===== config.mk =====
export PLATFORM = sky130hd
export DESIGN_NAME = fetch_controller
export DESIGN_NICKNAME = d
export VERILOG_FILES = /design/src/rtl/fetch_controller_pkg.sv /design/src/rtl/adder.sv /design/src/rtl/fetch_return_buffer.sv /design/src/rtl/fetch_controller.sv
export SDC_FILE = /design/constraint.sdc
export NUM_CORES = 1
export LEC_CHECK = 0
export CORE_MARGIN = 1.5
export CORE_UTILIZATION = 34
export CTS_CLUSTER_DIAMETER = 120
export CTS_CLUSTER_SIZE = 14
export DETAILED_ROUTE_END_ITERATION = 7
export HOLD_SLACK_MARGIN = 0.1
export MAX_ROUTING_LAYER = met4
export PLACE_DENSITY = 0.57
export RECOVER_POWER = 25
export SYNTH_ARGS = -nofsm -noshare
export SYNTH_HDL_FRONTEND = slang
export SYNTH_HIERARCHICAL = 1
export SYNTH_SLANG_ARGS = --single-unit

===== constraint.sdc =====
create_clock -name clk -period 4.4 [get_ports clk]
set_clock_uncertainty 0.05 [all_clocks]
set_input_delay 0.44 -clock clk [delete_from_list [all_inputs] [get_ports clk]]
set_output_delay 0.44 -clock clk [all_outputs]
set_load 0.005 [all_outputs]

===== src/rtl/fetch_controller_pkg.sv =====
// rtl/fetch_controller_pkg.sv - shared types and constants for the instruction fetch controller
package fetch_controller_pkg;

  // Sequencing states of the fetch controller
  typedef enum logic [1:0] {
    BOOT     = 2'd0,
    RUN      = 2'd1,
    REDIRECT = 2'd2,
    HALTED   = 2'd3
  } fetch_state_t;

  localparam logic [31:0] INST_BYTES      = 32'd4;
  localparam logic [31:0] WORD_ALIGN_MASK = 32'hFFFF_FFFC;

  // A return-buffer entry is {pc, instruction}
  localparam int unsigned BUF_ENTRY_W = 64;

  // Clear the byte offset so redirect targets always land on an instruction boundary
  function automatic logic [31:0] word_align(input logic [31:0] addr);
    return addr & WORD_ALIGN_MASK;
  endfunction

endpackage


===== src/rtl/adder.sv =====
// rtl/adder.sv - combinational WIDTH-bit adder, carry out discarded (wraps)
module adder #(
  parameter int WIDTH = 32
) (
  input  logic [WIDTH-1:0] a,
  input  logic [WIDTH-1:0] b,
  output logic [WIDTH-1:0] sum
);

  assign sum = a + b;

endmodule


===== src/rtl/fetch_return_buffer.sv =====
// rtl/fetch_return_buffer.sv - two-entry FIFO between instruction memory and decode
module fetch_return_buffer
  import fetch_controller_pkg::*;
(
  input  logic                   clk,
  input  logic                   rst,
  input  logic                   flush,
  input  logic                   push_tvalid,
  input  logic [BUF_ENTRY_W-1:0] push_tdata,
  output logic                   head_tvalid,
  input  logic                   head_tready,
  output logic [BUF_ENTRY_W-1:0] head_tdata,
  output logic [1:0]             occ
);

  logic [BUF_ENTRY_W-1:0] entry0;
  logic [BUF_ENTRY_W-1:0] entry1;
  logic                   pop;

  assign head_tvalid = (occ != 2'd0);
  assign head_tdata  = entry0;
  assign pop         = head_tvalid & head_tready;

  // Entry 0 is always the head; a pop shifts entry 1 forward, flush drops everything
  always_ff @(posedge clk or negedge rst) begin
    if (!rst) begin
      occ    <= 2'd0;
      entry0 <= '0;
      entry1 <= '0;
    end else if (flush) begin
      occ <= 2'd0;
    end else begin
      unique case ({push_tvalid, pop})
        2'b01: begin
          entry0 <= entry1;
          occ    <= occ - 2'd1;
        end
        2'b10: begin
          if (occ == 2'd0) begin
            entry0 <= push_tdata;
          end else begin
            entry1 <= push_tdata;
          end
          occ <= occ + 2'd1;
        end
        2'b11: begin
          if (occ == 2'd1) begin
            entry0 <= push_tdata;
          end else begin
            entry0 <= entry1;
            entry1 <= push_tdata;
          end
        end
        default: begin
        end
      endcase
    end
  end

  // The controller only issues when a slot is guaranteed, so a push into a full buffer is a bug
  assert property (@(posedge clk) disable iff (!rst)
    !(push_tvalid && !pop && !flush && occ == 2'd2));

endmodule


===== src/rtl/fetch_controller.sv =====
// rtl/fetch_controller.sv - program counter, instruction memory requests and decode-side buffering
module fetch_controller
  import fetch_controller_pkg::*;
#(
  parameter logic [31:0] RESET_PC  = 32'h0000_0000,
  parameter int          BUF_DEPTH = 2
) (
  input  logic        clk,
  input  logic        rst,
  input  logic        halt,
  input  logic        branch_taken,
  input  logic [31:0] branch_target,
  input  logic        jump,
  input  logic [31:0] jump_target,
  output logic        imem_req,
  output logic [31:0] imem_addr,
  input  logic [31:0] imem_rdata,
  output logic        id_valid,
  input  logic        id_ready,
  output logic [31:0] id_pc,
  output logic [31:0] id_inst,
  output logic [31:0] fetch_count
);

  fetch_state_t           state;
  logic [31:0]            pc;
  logic [31:0]            pc_plus4;
  logic [31:0]            resp_pc;
  logic [31:0]            redirect_pc;
  logic                   inflight;
  logic                   kill;
  logic                   halted;
  logic                   halt_any;
  logic                   redirect;
  logic                   pop;
  logic                   push;
  logic                   room;
  logic                   issue_ok;
  logic [2:0]             pending;
  logic [1:0]             occ;
  logic [BUF_ENTRY_W-1:0] head_tdata;

  // Branch comes from EX and is older than a jump in ID, so it wins
  assign redirect    = branch_taken | jump;
  assign redirect_pc = word_align(branch_taken ? branch_target : jump_target);
  assign halt_any    = halt | halted;

  // Slots already committed: buffered entries plus the response in flight, less this cycle's pop
  assign pop     = id_valid & id_ready;
  assign pending = {1'b0, occ} + {2'b00, inflight} - {2'b00, pop};
  assign room    = pending < 3'(BUF_DEPTH);

  // REDIRECT always fetches its target once, even when halted; RUN fetches only while not halted
  assign issue_ok  = (state == REDIRECT) || ((state == RUN) && !halt_any);
  assign imem_req  = issue_ok & ~redirect & room;
  assign imem_addr = pc;

  // A response arriving in or right after a redirect cycle belongs to the squashed path
  assign push = inflight & ~kill & ~redirect;

  assign id_pc   = head_tdata[63:32];
  assign id_inst = head_tdata[31:0];

  adder #(.WIDTH(32)) u_pc_adder (
    .a   (pc),
    .b   (INST_BYTES),
    .sum (pc_plus4)
  );

  fetch_return_buffer u_return_buffer (
    .clk         (clk),
    .rst         (rst),
    .flush       (redirect),
    .push_tvalid (push),
    .push_tdata  ({resp_pc, imem_rdata}),
    .head_tvalid (id_valid),
    .head_tready (id_ready),
    .head_tdata  (head_tdata),
    .occ         (occ)
  );

  // Fetch sequencing: one boot cycle, then run/redirect/halt
  always_ff @(posedge clk or negedge rst) begin
    if (!rst) begin
      state <= BOOT;
    end else begin
      unique case (state)
        BOOT: begin
          state <= RUN;
        end
        RUN: begin
          if (redirect) begin
            state <= REDIRECT;
          end else if (halt_any) begin
            state <= HALTED;
          end
        end
        REDIRECT: begin
          if (redirect) begin
            state <= REDIRECT;
          end else if (halt_any) begin
            state <= HALTED;
          end else begin
            state <= RUN;
          end
        end
        HALTED: begin
          if (redirect) begin
            state <= REDIRECT;
          end
        end
        default: begin
          state <= BOOT;
        end
      endcase
    end
  end

  // PC, in-flight tracking, sticky halt and delivered-instruction counter
  always_ff @(posedge clk or negedge rst) begin
    if (!rst) begin
      pc          <= word_align(RESET_PC);
      resp_pc     <= 32'd0;
      inflight    <= 1'b0;
      kill        <= 1'b0;
      halted      <= 1'b0;
      fetch_count <= 32'd0;
    end else begin
      inflight <= imem_req;
      kill     <= redirect;
      if (imem_req) begin
        resp_pc <= pc;
      end
      if (redirect) begin
        pc <= redirect_pc;
      end else if (imem_req) begin
        pc <= pc_plus4;
      end
      if (halt) begin
        halted <= 1'b1;
      end
      if (pop) begin
        fetch_count <= fetch_count + 32'd1;
      end
    end
  end

endmodule


* Yosys cells after proc, flatten, opt, wreduce, memory -nomap -nowiden
Index checks and enable logic that the tools add are counted.
** Storage, ports and cells
- Latch bits :: 0
- Flip-flop bits (word level) :: 231
- RAM bits :: 0
- Memories kept :: 0
- Input bits :: 102
- Bits in read-only memories :: 0
- Logic and storage cells :: 68
** Operators by class
- Order comparisons :: 1
- Shift operators :: 0
- Muxes and demuxes :: 17
- $mul :: 0
- Bitwise operators :: 9
- Reductions and logical operators :: 13
- Equality and inequality tests :: 12
- $add $sub $neg :: 6
- Div/mod/pow operators :: 0
** Operator list (number)
- $mux 64 :: 4
- $pmux 64 s3 :: 1
- $pmux 64 s2 :: 1
- $mux 32 :: 3
- $add 32x1->32 const B :: 1
- $add 32x3->32 const B :: 1
- $mux 2 :: 6
- $eq 2x2->1 const B :: 4
- $pmux 2 s4 :: 1
- $eq 2x1->1 const B :: 3
- $ne 2x2->1 const B :: 3
- $reduce_bool 2->1 :: 3
- $reduce_bool 3->1 :: 2
- $and 1x1->1 :: 5
- $logic_not 2->1 :: 2
- $pmux 2 s2 :: 1
- $reduce_and 4->1 :: 1
- $add 2x1->3 :: 1
- $lt 3x2->1 const B :: 1
- $ne 3x3->1 const B :: 1
- $reduce_and 3->1 :: 1
- $sub 3x1->3 :: 1
- $add 2x1->2 const B :: 1
- $ne 2x1->1 const B :: 1
- other kinds (7) :: 9

* Longest topological paths before layout
- Depth after elaboration :: 8
- Depth in mapped cells :: 15
- Depth with buffers taken out :: 13

* Modules after synthesis
Netlist, hierarchy kept.
** Modules (own cells, without submodules)
- fetch_return_buffer :: cells each 594, instances 1, area each 6887.9 µm²
- fetch_controller :: cells each 348, instances 1, area each 4546.9 µm²
- adder :: cells each 241, instances 1, area each 1744.2 µm²

* Worst setup path after synthesis
No wires, ideal clock.
- Path kind :: register to output
- Start point :: reg u_return_buffer.occ[1]
- End point :: out imem_req
- Arrival time :: 2756 ps
- Cell stages (with the launch flop) :: 15
- Required time :: 3910 ps
- Path buffers :: 2
- Setup slack :: 1154 ps
- Path through :: dfrtp_1 inv_1 ha_1 inv_1 nand2_1 inv_1 ha_1 nand2b_1 fa_1 xnor2_1 o211ai_1 or2_1 buf_6 clkinv_4 buf_4
** Between the ends
- Longest elaborated chain between the ends :: 5
- Elaborated cells on any way between the ends :: 6
** Ends and longest elaborated chain
- from (decl) :: RTL line fetch_return_buffer.sv:13 : output logic [1:0] occ
- from (signal assigned) :: RTL line fetch_return_buffer.sv:36 : occ <= occ - 2'd1;
- from (signal assigned) :: RTL line fetch_return_buffer.sv:44 : occ <= occ + 2'd1;
- $reduce_bool 2->1 :: RTL line fetch_return_buffer.sv:20 : assign head_tvalid = (occ != 2'd0);
- via id_valid :: RTL line fetch_controller.sv:18 : output logic id_valid,
- $and 1x1->1 :: RTL line fetch_controller.sv:49 : assign pop = id_valid & id_ready;
- via pop :: RTL line fetch_controller.sv:35 : logic pop;
- $sub 3x1->3 :: RTL line fetch_controller.sv:50 : assign pending = {1'b0, occ} + {2'b00, inflight} - {2'b00, pop};
- $lt 3x2->1 :: RTL line fetch_controller.sv:51 : assign room = pending < 3'(BUF_DEPTH);
- $and 1x1->1 :: RTL line fetch_controller.sv:55 : assign imem_req = issue_ok & ~redirect & room;
- to (decl) :: RTL line fetch_controller.sv:15 : output logic imem_req,
The timed path passes the listed nets, and every way through them passes these cells.

* Worst setup path in the final report
- Start point :: reg u_return_buffer.occ[0]
- End point :: out imem_req
** Between the ends
- Longest elaborated chain between the ends :: 5
- Elaborated cells on any way between the ends :: 6
** Ends and longest elaborated chain (RTL line)
- $reduce_bool 2->1 :: fetch_return_buffer.sv:20
- $and 1x1->1 :: fetch_controller.sv:49
- via pop :: fetch_controller.sv:35
- $sub 3x1->3 :: fetch_controller.sv:50
- $lt 3x2->1 :: fetch_controller.sv:51
- $and 1x1->1 :: fetch_controller.sv:55
The timed path passes the listed nets, and every way through them passes these cells.

==> results.json <==
{
  "status": "finished, violations left",
  "violations": "max-capacitance violations, max-slew violations",
  "finalSetupViolCount": 0,
  "powerDensity_nw_per_um2": 353.1,
  "yosysSeqAreaShare": 0.4386,
  "start_util": 0.3474,
  "grt_max_degree": 110,
  "clk_latency_ns": 0.52,
  "n_antenna_cell": 0,
  "tns_ns": 0,
  "setup_ws_ns": 0.2045,
  "min_path_cells": 1,
  "detail-route-antenna-nets": 0,
  "clockRootBuffer": "clkbuf_16",
  "grt_usage": 0.1754,
  "first_global_vias": 9823,
  "drt_drc_violations_left": 0,
  "crit_family": "buffers and inverters",
  "crit_type": "flip-flop to output port",
  "synthTopCellsByArea": "dfrtp_1 44%, a221oi_2 6.8%, mux2_2 6.8%, mux2i_1 5.5%, nor2_1 4.2%",
  "layout_common_cells": "229 x dfrtp_1, 225 x clkdlybuf4s50_1, 146 x nor2_1",
  "die_y_um": 199.9,
  "gp_congestion": 0.8650,
  "hold_start": "fetch_count[31]",
  "layout-drive-gt1-share": 0.1654,
  "cp_cell_sequence": "inv_1, ha_4, inv_1, nand2_2, inv_1, ha_1, nand2b_1, fa_1, xnor2_1, o211ai_1, or2_1, clkinv_4, clkdlybuf4s50_1",
  "cp-start-kind": "flip-flop",
  "nNetsFinal": 1544,
  "async_flop_share": 1.000,
  "wl_um": 34160,
  "dieArea_um2": 39950,
  "path_clk_slew_ns": 0.07,
  "n_fill_cell": 3694,
  "fin_cells": 1914,
  "reg2reg_depth": 14,
  "cts.sinks": 231,
  "synth_top_area_share": 0.4386,
  "total_power_mw": 5.826,
  "drt_iter0_drc": 581,
  "reg2reg_from": "u_return_buffer/occ[0]",
  "cp_slowest_cell": "clkdlybuf4s50_1",
  "drt_first_pass_iters": 5,
  "worst_path_largest_cell_delay_ns": 0.53,
  "hold_class": "flip-flop to flip-flop",
  "port_buffers": 227,
  "drv_cap": 1,
  "final_common_cell": "dfrtp_1",
  "period_share": 0.9535,
  "synth.largest_area_cell": "dfrtp_1",
  "synthDistinctLibCells": 71,
  "postCtsSetupRepairBufs": 0,
  "hold_viol": 0,
  "crit_required_ns": 3.91,
  "h-tree-depth": 1,
  "rsz0062_at_grt": "no",
  "slew_viol_final": 109,
  "critPathMaxFanout": 12,
  "place_inst": 1891,
  "coreArea_um2": 37930,
  "max_freq_ghz": 0.2384,
  "ys.warnings.count": 6,
  "numCtsBuffers": 20,
  "pin_count": 232,
  "cp_num_buf_inv": 5,
  "synth-seq-cells": 231,
  "worst_slew_pin_slew_ns": 2.921,
  "finalCriticalPeriod_ns": 4.195,
  "synth-edff-count": 0,
  "fp-row-count": 71,
  "via_per_inst": 5.197,
  "startpoint": "u_return_buffer/occ[0]",
  "dp_worst_setup_slack_ns": 0.5051,
  "syn-cell-area_um2": 13180,
  "fin_hold_ws_ns": 0.4187,
  "r2r_slack_ns": 1.01,
  "worst_slew_margin_rel": -0.9470,
  "peakVddDrop_v": 0.0002167,
  "synth_flop_cell": "dfrtp_1",
  "avgSynthCellArea_um2": 11.14,
  "cts_tree": "yes",
  "p_leak_nw": 6.989,
  "min_to": "fetch_count[31]",
  "cp_common_cell": "inv_1",
  "die_w_um": 199.9,
  "cts.path.max_buffers": 3,
  "grt_overflow": 0,
  "antenna_found_initial": 0,
  "grt_pass1_wl_um": 54140,
  "reg2reg_to": "imem_addr[30]",
  "wl_per_cell_um": 17.85,
  "dp_hpwl_um": 23680,
  "syn_inst": 1183,
  "vias": 9947,
  "area_growth_pct": 25.19,
  "crit_arrival_ns": 3.71,
  "end_kind": "output port"
}
## per-stage QoR
step / util / instance area (µm²)
finish: 0.4349 / 16500
global route: 0.4349 / 16500
CTS: 0.4352 / 16510
detailed placement: 0.4207 / 15960
global placement: 0.4207 / 15960
floorplan: - / 13300
## how the worst max path moves through the flow
stage / end / slack (ns) / cells past startpoint
finish: imem_req / 0.20 / 13
global route: imem_req / 0.001 / 13
CTS: imem_req / 0.03 / 13
detailed placement: imem_req / 0.51 / 13
global placement: imem_req / 0.54 / 13
floorplan: imem_req / 1.15 / 14
## per-layer routing
layer / share of wire / GRT usage
met5: 0 / -
met2: 0.47 / 0.2927
met4: 0.019 / 0.03787
met3: 0.048 / 0.02386
met1: 0.46 / 0.2271
## cell families (layout without fill, tap and decap cells)
logic type      Yosys count  after routing  synth area share
flops                   231            231            0.4386
xor+xnor                 61             61           0.04054
other cells               2             33         0.0005699
simple gates            288            288            0.1004
buf+inv                  97            286           0.04291
mux                     175            175            0.1484
fa+ha+maj                40             40           0.03893
compound gates          289            289            0.1896
## power breakdown
group          total, mW  leakage (nW)  switching [mW]  internal [mW]
registers           2.68          3.01           0.278           2.40
logic               1.55          3.72           0.683          0.866
clock network       1.60         0.258           0.787          0.814
total               5.83          6.99            1.75           4.08
## worst reg2reg max path: stages, from the launching register on
cell      delay, ns
dfrtp_2        0.44
inv_1          0.14
ha_4           0.19
inv_1          0.13
nand2_2        0.13
inv_1          0.09
ha_1           0.29
nand2b_1       0.15
fa_1           0.37
xnor2_1        0.13
o211ai_1       0.14
or2_1          0.22
clkinv_4       0.15
buf_4          0.26
a221o_1        0.39
## sequential cells by signal, indices dropped and copies added (netlist names)
name                        cells
kill                            1
u_return_buffer/head_tdata     64
state                           2
fetch_count                    32
imem_addr                      32
u_return_buffer/entry1         64
resp_pc                        32
halted                          1
u_return_buffer/occ             2
inflight                        1
## cells in the mapped netlist, types with 24 or more instances
cell type,n
clkbuf_1,30
mux2i_1,72
xor2_1,32
ha_1,37
buf_2,25
a221o_1,24
a22o_1,27
xnor2_1,29
nand2_1,42
mux2_2,80
a221oi_2,60
a21oi_1,94
dfrtp_1,231
nor2_1,146
## timing repair
action                                  4_1_cts  5_1_grt
cloned                                        0        0
hold buffers                                  1        0
endpoints found under the setup margin        1        1
hold endpoints to repair                    106        0
gates resized for setup                       2        4
## final cells by class
cell class	count	area (µm²)	area share
Sequential cell	231	5783	0.3505
Clock buffer	20	500.5	0.03034
Clock inverter	2	25.02	0.001517
Tap cell	511	639.4	0.03875
Inverter	15	61.31	0.003716
Multi-Input combinational cell	886	6995	0.4240
Timing Repair Buffer	249	2494	0.1511
(Power assumes the default switching activity.)
